**config.mk**
```make
export PLATFORM = sky130hd
export DESIGN_NAME = mem_stream_reader
export DESIGN_NICKNAME = d
export VERILOG_FILES = /design/src/rtl/mem_stream_pkg.sv /design/src/rtl/stream_out_reg.sv /design/src/rtl/mem_stream_reader.sv
export SDC_FILE = /design/constraint.sdc
export NUM_CORES = 1
export LEC_CHECK = 0
export ABC_CLOCK_PERIOD_IN_PS = 2500
export CORE_MARGIN = 3
export CORE_UTILIZATION = 42
export CTS_CLUSTER_DIAMETER = 200
export DETAILED_ROUTE_END_ITERATION = 12
export PLACE_DENSITY = 0.79
export SYNTH_ARGS = -nofsm -noshare
export SYNTH_HDL_FRONTEND = slang
export SYNTH_SLANG_ARGS = --single-unit
```
**constraint.sdc**
```tcl
create_clock -name clock -period 2.5 [get_ports clock]
set_input_delay 0.375 -clock clock [delete_from_list [all_inputs] [get_ports clock]]
set_output_delay 0.375 -clock clock [all_outputs]
set_load 0.02 [all_outputs]
```
**src/rtl/mem_stream_pkg.sv**
```systemverilog
// Shared definitions for the RAM read-stream engine: default widths,
// controller state encoding and the burst-length clamp.
package mem_stream_pkg;

    localparam int DEF_D_WIDTH = 64;
    localparam int DEF_A_WIDTH = 7;
    localparam int DEF_A_MAX   = 128;

    typedef enum logic [1:0] {
        ST_IDLE = 2'd0,
        ST_RUN  = 2'd1,
        ST_DONE = 2'd2
    } state_t;

    // A request longer than the RAM would revisit words, so cap it at one full pass.
    function automatic int unsigned clamp_len(input int unsigned len, input int unsigned a_max);
        return (len > a_max) ? a_max : len;
    endfunction

endpackage

```
**src/rtl/stream_out_reg.sv**
```systemverilog
// Valid/ready output register. A load captures a new word and raises valid.
// A clear drops valid once the final word has been taken. Data is otherwise
// held, so a stalled word never changes underneath the consumer.
module stream_out_reg
    import mem_stream_pkg::*;
#(
    parameter int D_WIDTH = DEF_D_WIDTH
) (
    input  logic               clock,
    input  logic               reset,
    input  logic               load,
    input  logic               clear,
    input  logic [D_WIDTH-1:0] d_in,
    input  logic               last_in,
    output logic [D_WIDTH-1:0] out_data,
    output logic               out_valid,
    output logic               out_last
);

    // Output word register; load takes priority over clear.
    always_ff @(posedge clock) begin
        if (reset) begin
            out_data  <= '0;
            out_valid <= 1'b0;
            out_last  <= 1'b0;
        end else if (load) begin
            out_data  <= d_in;
            out_valid <= 1'b1;
            out_last  <= last_in;
        end else if (clear) begin
            out_valid <= 1'b0;
            out_last  <= 1'b0;
        end
    end

endmodule

```
**src/rtl/mem_stream_reader.sv**
```systemverilog
// Read-side burst engine for the dual-port RAM. It walks a wrapping address
// range through the combinational read port and streams the words out over
// valid/ready at up to one word per cycle.
//
//   state   | meaning
//   --------+-----------------------------------------------------------
//   ST_IDLE | waiting for start; mem_addr follows base_addr
//   ST_RUN  | output register holds a word; remaining words not yet taken
//   ST_DONE | one-cycle done pulse after the final handshake
module mem_stream_reader
    import mem_stream_pkg::*;
#(
    parameter int D_WIDTH = DEF_D_WIDTH,
    parameter int A_WIDTH = DEF_A_WIDTH,
    parameter int A_MAX   = DEF_A_MAX
) (
    input  logic               clock,
    input  logic               reset,
    input  logic               start,
    input  logic [A_WIDTH-1:0] base_addr,
    input  logic [A_WIDTH:0]   length,
    output logic               busy,
    output logic               done,
    output logic [A_WIDTH-1:0] mem_addr,
    input  logic [D_WIDTH-1:0] mem_q,
    output logic [D_WIDTH-1:0] out_data,
    output logic               out_valid,
    input  logic               out_ready,
    output logic               out_last
);

    localparam int LEN_W = A_WIDTH + 1;

    state_t             state_q;
    state_t             state_d;
    logic [A_WIDTH-1:0] addr_q;
    logic [LEN_W-1:0]   remaining_q;
    logic [LEN_W-1:0]   len_clamped;
    logic               hs;
    logic               last_word;
    logic               load;
    logic               clear;
    logic               load_last;

    function automatic logic [A_WIDTH-1:0] next_addr(input logic [A_WIDTH-1:0] a);
        return (a == A_WIDTH'(A_MAX - 1)) ? '0 : a + A_WIDTH'(1);
    endfunction

    assign len_clamped = LEN_W'(clamp_len(32'(length), unsigned'(A_MAX)));
    assign hs          = out_valid & out_ready;
    assign last_word   = (remaining_q == LEN_W'(1));

    // State register.
    always_ff @(posedge clock) begin
        if (reset) begin
            state_q <= ST_IDLE;
        end else begin
            state_q <= state_d;
        end
    end

    // Next-state logic.
    always_comb begin
        state_d = state_q;
        case (state_q)
            ST_IDLE: begin
                if (start) begin
                    state_d = (len_clamped == '0) ? ST_DONE : ST_RUN;
                end
            end
            ST_RUN: begin
                if (hs && last_word) begin
                    state_d = ST_DONE;
                end
            end
            ST_DONE: begin
                state_d = ST_IDLE;
            end
            default: begin
                state_d = ST_IDLE;
            end
        endcase
    end

    // Outputs and output-register controls derived from the current state.
    always_comb begin
        busy      = (state_q != ST_IDLE);
        done      = (state_q == ST_DONE);
        mem_addr  = (state_q == ST_IDLE) ? base_addr : addr_q;
        load      = 1'b0;
        clear     = 1'b0;
        load_last = 1'b0;
        case (state_q)
            ST_IDLE: begin
                if (start && (len_clamped != '0)) begin
                    load      = 1'b1;
                    load_last = (len_clamped == LEN_W'(1));
                end
            end
            ST_RUN: begin
                if (hs) begin
                    if (last_word) begin
                        clear = 1'b1;
                    end else begin
                        load      = 1'b1;
                        load_last = (remaining_q == LEN_W'(2));
                    end
                end
            end
            default: begin
            end
        endcase
    end

    // Address of the next word to load and count of words not yet handshaken.
    always_ff @(posedge clock) begin
        if (reset) begin
            addr_q      <= '0;
            remaining_q <= '0;
        end else if ((state_q == ST_IDLE) && start) begin
            addr_q      <= next_addr(base_addr);
            remaining_q <= len_clamped;
        end else if ((state_q == ST_RUN) && hs) begin
            remaining_q <= remaining_q - LEN_W'(1);
            if (!last_word) begin
                addr_q <= next_addr(addr_q);
            end
        end
    end

    stream_out_reg #(
        .D_WIDTH (D_WIDTH)
    ) u_out_reg (
        .clock     (clock),
        .reset     (reset),
        .load      (load),
        .clear     (clear),
        .d_in      (mem_q),
        .last_in   (load_last),
        .out_data  (out_data),
        .out_valid (out_valid),
        .out_last  (out_last)
    );

endmodule

```
Yosys cells after proc, flatten, opt, wreduce, memory -nomap -nowiden
Index checks and enable logic that the tools add are counted.
W data, S select, Z words.

storage, ports and cells
  word-level logic and storage cells = 60
  input port bits = 83
  output and inout bits = 75
  bits in registers = 83

cells by class
  equality and inequality tests = 10
  muxes and demuxes = 27
  $lt $le $gt $ge = 1
  $add $sub $neg = 3
  reductions and logical operators = 12
  bitwise gates (word level) = 1

operator list
  kind                   count
  $mux W7                6
  $mux W8                3
  $eq A8 B1 Y1 const B   2
  $add A7 B1 Y7 const B  2
  $eq A7 B7 Y1 const B   2
  $mux W1                12
  $eq A8 B2 Y1 const B   1
  $gt A8 B8 Y1 const B   1
  $logic_not A8 Y1       1
  $reduce_bool A8 Y1     1
  $sub A8 B1 Y8 const B  1
  $mux W2                3
  $reduce_bool A2 Y1     3
  $logic_and A1 B1 Y1    4
  $ne A2 B2 Y1 const B   2
  $pmux W1 S2            2
  $pmux W2 S2            1
  $reduce_and A2 Y1      2
  $eq A2 B1 Y1 const B   1
  $eq A2 B2 Y1 const B   1
  $logic_not A2 Y1       1
  $ne A2 B1 Y1 const B   1
  $and A1 B1 Y1          1

Logic depth before layout (Yosys ltp)
  depth in word-level cells = 7
  gate-level depth with buffers = 10
  mapped depth without buffers = 7

Cells and area by module
A second synthesis with hierarchy kept.

second synthesis, totals
  cell total of the unflattened synthesis = 371
  area, all modules = 3,714.8 sq um

modules (own cells, without submodules)
  module             area an instance (sq um)  times used  cells an instance  seq. area each (sq um)
  stream_out_reg     2,383.5                   1           215                1,321.3
  mem_stream_reader  1,331.3                   1           156                340.3

Worst setup path before layout
No wires, ideal clock.

  path kind = reg2out
  start = reg state_q[0]
  end = out mem_addr[0]
  arrival = 1.579 ns
  data required time = 2.125 ns
  path slack = 0.546 ns
  stages on the path, launching flop included = 5
  cells stage by stage = dfxtp_1 buf_2 nor2_1 inv_1 o21ai_0

between the ends
  cells in the longest elaborated chain, start to end = 2

RTL lines
  what                    RTL line                 source
  start, declared         mem_stream_reader.sv:34  state_t state_q;
  start signal, assigned  mem_stream_reader.sv:58  state_q <= state_d;
  $logic_not A2 Y1        mem_stream_reader.sv:89  mem_addr = (state_q == ST_IDLE) ? base_addr : addr_q;
  $mux W7                 mem_stream_reader.sv:89
  end, declared           mem_stream_reader.sv:24  output logic [A_WIDTH-1:0] mem_addr,

No other way between the ends.

Final worst setup path
Same ends and word-level chain as after synthesis.

==> results.toml <==
[routing]
drt_wl_total_microns = 10070
drtIter0Drc = 116
dr.pass1.iters = 4
ant_nets = 0
vias_per_cell = 5.131
drc_errors = 0
via_count = 3607
wl_per_cell_microns = 14.32

[synth]
synth_compound_area_share_pct = 17.31
synth-adder-area-share_pct = 1.777
synth-edff-count = 0
yosysWarnings = 0
syn_inst = 441
yosys.area_share.simple_pct = 25.20
synth_nets = 529
yosys_register_bits = 83
synth_cell_types = 42
synth_top_family_by_area = "simple AND/OR/NAND/NOR gates"
synth_seq_area_share_pct = 47.21
synthMuxAreaShare_pct = 1.920
synth_area_sq_um = 3520
avgSynthCellArea_sq_um = 7.981
async_flop_share_pct = 0
synth_xor_area_share_pct = 2.240
ys.flop_type = "dfxtp_1"

[timing]
fin_worst_skew_ps = 7.805
slew_headroom_pct = 53.70
finalCriticalPeriod_ps = 2320
setup_viol = 0
fmax_ghz = 0.4311
maxSlewViolCount = 0
worst_slew_pin_slew_ps = 694.5
finalHoldViolCount = 0
post-route-period-util_pct = 92.80
finalSetupTns_ps = 0
rsz0062_at_grt = "no"

[clock_network]
cts-buffers-inserted = 9
cts_tree = "done"
cts_max_path_buffers = 2
holdBufCountCts = 0
post_cts_buffers = 0
cts.sink_count = 83
clock-root-buffer = "clkbuf_8"
clk_pin_slew_ps = 80
h-tree-depth = 3
clk_latency_ps = 340
cts_resized = 0

[layout]
area_growth_pct = 54.46
nets = 684
mostFrequentLayoutCell = "clkdlybuf4s50_1"
final_cell_mix = "clkdlybuf4s50_1, nand2_1, dfxtp_1"
drive_gt1_share_pct = 7.488
antenna_cells = 0

[critical_path]
cp_data_arrival_time_ps = 1940
path_cells = "nor2_1 -> buf_4 -> inv_1 -> nand2_1 -> o21ai_0 -> clkdlybuf4s50_1"
reg2reg_slack_ps = 330
max_stage_delay_ps = 630
r2r-start = "remaining_q[0]"
crit_fanout = 8
worstPathRequired_ps = 2120
cp_num_cells = 6
cp_slowest_cell = "clkdlybuf4s50_1"
end_kind = "output port"
cp-start-kind = "flip-flop"
crit_type = "reg2out"
rr_worst_depth = 7
reg2reg_to = "u_out_reg.out_data[42]"
crit_family = "buffers and inverters"
critical_path_buf_inv_count = 3

[hold_path]
hp-start = "u_out_reg.out_data[48]"
hp-class = "reg2reg"
min_path_cells = 2
min_to = "u_out_reg.out_data[48]"

[global_routing]
track_usage_pct = 20.72
antenna_found_initial = 0
grt_pass1_vias = 3426
grt_pass1_wl_microns = 16480
overflow = 0
grt_max_degree = 44

[power]
p_total_mw = 3.282
vdd_drop_max_mv = 0.4158
powerDensity_nw_per_um2 = 603.7
leakagePower_nw = 2.022

[floorplanning]
rows = 32
io_pins = 158
die-area_sq_um = 9514
coreArea_sq_um = 7928
die-width_microns = 97.54
die_h_microns = 97.54
initial_utilization_pct = 44.40

[placed_design]
place_congestion = 0.8773
port_buffers = 157
hpwl_microns = 7575

[job]
max-cap-violations = 0

[outcome]
status = "finished clean"
## metrics by stage
stage,hold slack (ps),std cells,setup slack [ps],instance area [sq um],util (%)
floorplan,461.1,441,546.5,3520,-
global placement,437.5,687,171.6,5219,65.83
detailed placement,443.9,687,92.08,5219,65.83
CTS,454.3,703,153.5,5436,68.58
global route,470.9,703,19.90,5436,68.58
finish,452.3,703,180.1,5436,68.58
## sequential cells by signal (all words and copies together) (netlist names)
signal               count
u_out_reg.out_data      64
remaining_q              8
addr_q                   7
state_q                  2
u_out_reg.out_last       1
u_out_reg.out_valid      1
## how the worst max path moves through the flow
stage                    start                     end
CTS                 state_q[0]             mem_addr[0]
global placement     length[1]  u_out_reg.out_data[53]
finish              state_q[0]             mem_addr[0]
global route        state_q[0]             mem_addr[0]
detailed placement   length[1]  u_out_reg.out_data[44]
floorplan           state_q[0]             mem_addr[0]
## report_power, final
part	internal, mW	switching [mW]
Sequential	1.41	0.0687
Combinational	0.387	0.371
Clock	0.565	0.476
## worst reg2reg max path, delay by kind of cell (launching register included)
kind            cells  cell delay, ps
simple gates        3             760
compound gates      2             510
flops               1             440
fa+ha+maj           1             200
buf+inv             1             190
## synth_stat cells (5+ instances only)
cell type,count,share of area (%)
dfxtp_1,83,47
buf_2,8,1.1
ha_1,5,1.8
buf_4,7,1.5
nor3_1,11,1.6
mux2_2,6,1.9
clkbuf_1,11,1.2
a21oi_1,82,12
nor2_1,14,1.5
nand2_1,144,15
xnor2_1,7,1.7
o21ai_0,7,1.0
a211oi_1,5,1.1
inv_1,5,0.53
nand3_1,7,1.0
## cell families after synthesis
logic type                 Yosys count
AOI/OAI and AO/OA                  109
buffers and inverters               31
xor gates and xnor gates             9
muxes                                6
and+or+nand+nor                    198
adders and majority gates            5
DFF                                 83
## area by class of cell
class	instances	area (sq um)
fill	667	2491
multi-input combinational	327	1709
timing repair buffer	170	1702
sequential	83	1662
clock buffer	10	127.6
tap	102	127.6
clock inverter	6	90.09
inverter	5	18.77
## layer usage
metal  share of wire [%]  up-vias  GRT usage [%]
li1                    -     1808              -
met3                 6.8       21          6.030
met1                  40     1645          23.87
met2                  51      133          36.22
met5                   0        -              0
met4                 2.3        0          7.668
(Power assumes the default switching activity.)
==> RTL change (config.mk and constraints unchanged) <==
Encoding of `state_t`: now one-hot (3 bits for 3 states).
--- a/src/rtl/mem_stream_pkg.sv
+++ b/src/rtl/mem_stream_pkg.sv
@@ -8,6 +8,6 @@
 
-    typedef enum logic [1:0] {
-        ST_IDLE = 2'd0,
-        ST_RUN  = 2'd1,
-        ST_DONE = 2'd2
+    typedef enum logic [2:0] {
+        ST_IDLE = 3'b001,
+        ST_RUN  = 3'b010,
+        ST_DONE = 3'b100
     } state_t;
Formal check against the unedited RTL: no difference found for any inputs over 10 cycles, from zero or initial values and one cycle with reset high; not proved beyond that.
==> RTL change against the original RTL <==
Wire length is 9.3% higher; total power increased by 1.0%; worst setup slack worse by 0.025 ns; cell area increased by 14%; sequential share of layout area shrank 3.4 points; register-to-register slack better by 0.18 ns; maximum frequency down 1.1%; synthesized area rose by 24%; sequential cell count increased by 1.
==> RTL change: results (changes against the original RTL) <==
Status: complete, no violations
Wire length on met1: 4730 um (+19%)
Worst clock skew: 0.00770 ns (-0.000108 ns)
Switching part of the total: 0.285 (+0.00618)
Hold Startpoint: u_out_reg.out_data[21]$_SDFFE_PP0P_
FF-to-FF path depth: 4 (-3)
Hold Worst Slack: 0.476 ns (+0.0236 ns)
Slew Limit Headroom: 0.702 (+0.165)
Vias: 3714 (+3.0%)
Clk pwr: 913 uW (-12%)
Layout cell share with drive strength beyond 1: 0.0803 (+0.00539)
Inst Count DP: 717 (+4.4%)
Met2 GRT Util: 0.315 (-0.0473)
Vias in the first global route: 3639 (+6.2%)
Worst setup path startpoint: state_q[1]$_SDFFE_PP0P_
Tmin final: 2.34 ns (+0.0248 ns)
Maximum VDD drop: 0.000301 V (-28%)
Mux contribution to synthesized area: 0.164 (+0.145)
CP peak stage delay: 0.54 ns (-0.09 ns)
Total GRT Usage: 0.185 (-0.0225)
Worst EP arrival: 1.97 ns (+0.03 ns)
Synth Area in XOR/XNOR: 0.00800 (-0.0144)
Sequential Power: 1520 uW (+3%)
CP endpoint: mem_addr[4]
FILL cells: 842 (+26%)
DR WL/cell: 15.0 um (+5.1%)
Reg-to-reg setup timing slack: 0.51 ns (+0.18 ns)
Power Internal: 2370 uW (+0.15%)
Met2 WL: 5270 um (+2.0%)
Unique masters post-synth: 56 (+33%)
DRT iter0 DRCs: 137 (+18%)
Met3 usage: 0.0418 (-0.0185)
GR Util met1: 0.232 (-0.00668)
Metal3 WL: 799 um (+17%)
Non-Filler Instances: 731 (+4.0%)
Final nets: 683 (-0.15%)
Post-DP Area: 6010 um^2 (+15%)
Synth Area in Compound Gates: 0.0809 (-0.0923)
First-pass GRT wire length: 17500 um (+6.0%)
Storage element area: 1680 um^2 (+1.3%)
Hold endpoint: u_out_reg.out_data[21]$_SDFFE_PP0P_
RTL change: changes by cell type in the layout (fill, tap and decap cells not counted), sizes merged, moves of 4 or more:
cell    delta
nand2b   +128
mux2i     +64
o21ai      -4
and3       +7
nor2       -5
xnor2      -5
a21oi     -70
nor3       -5
nand2    -137
a31oi      +4
nand4      +5
RTL change: area by class of cell:
cell class,count,share of cell area
clock buffer,9,0.0200
clock inverter,5,0.00890
inverter,7,0.00425
multi-input combinational,324,0.394
sequential,84,0.272
tap,133,0.0269
timing repair buffer,169,0.274
RTL change: tightest hold or removal path: stages, from the launching register on:
cell and delay, ns:
dfxtp_1 0.31, nand2b_1 0.06, mux2i_1 0.06
RTL change: timing repair:
action	4_1_cts	5_1_grt
gates resized for setup	0	1
hold buffers	0	0
endpoints found under the setup margin	0	7
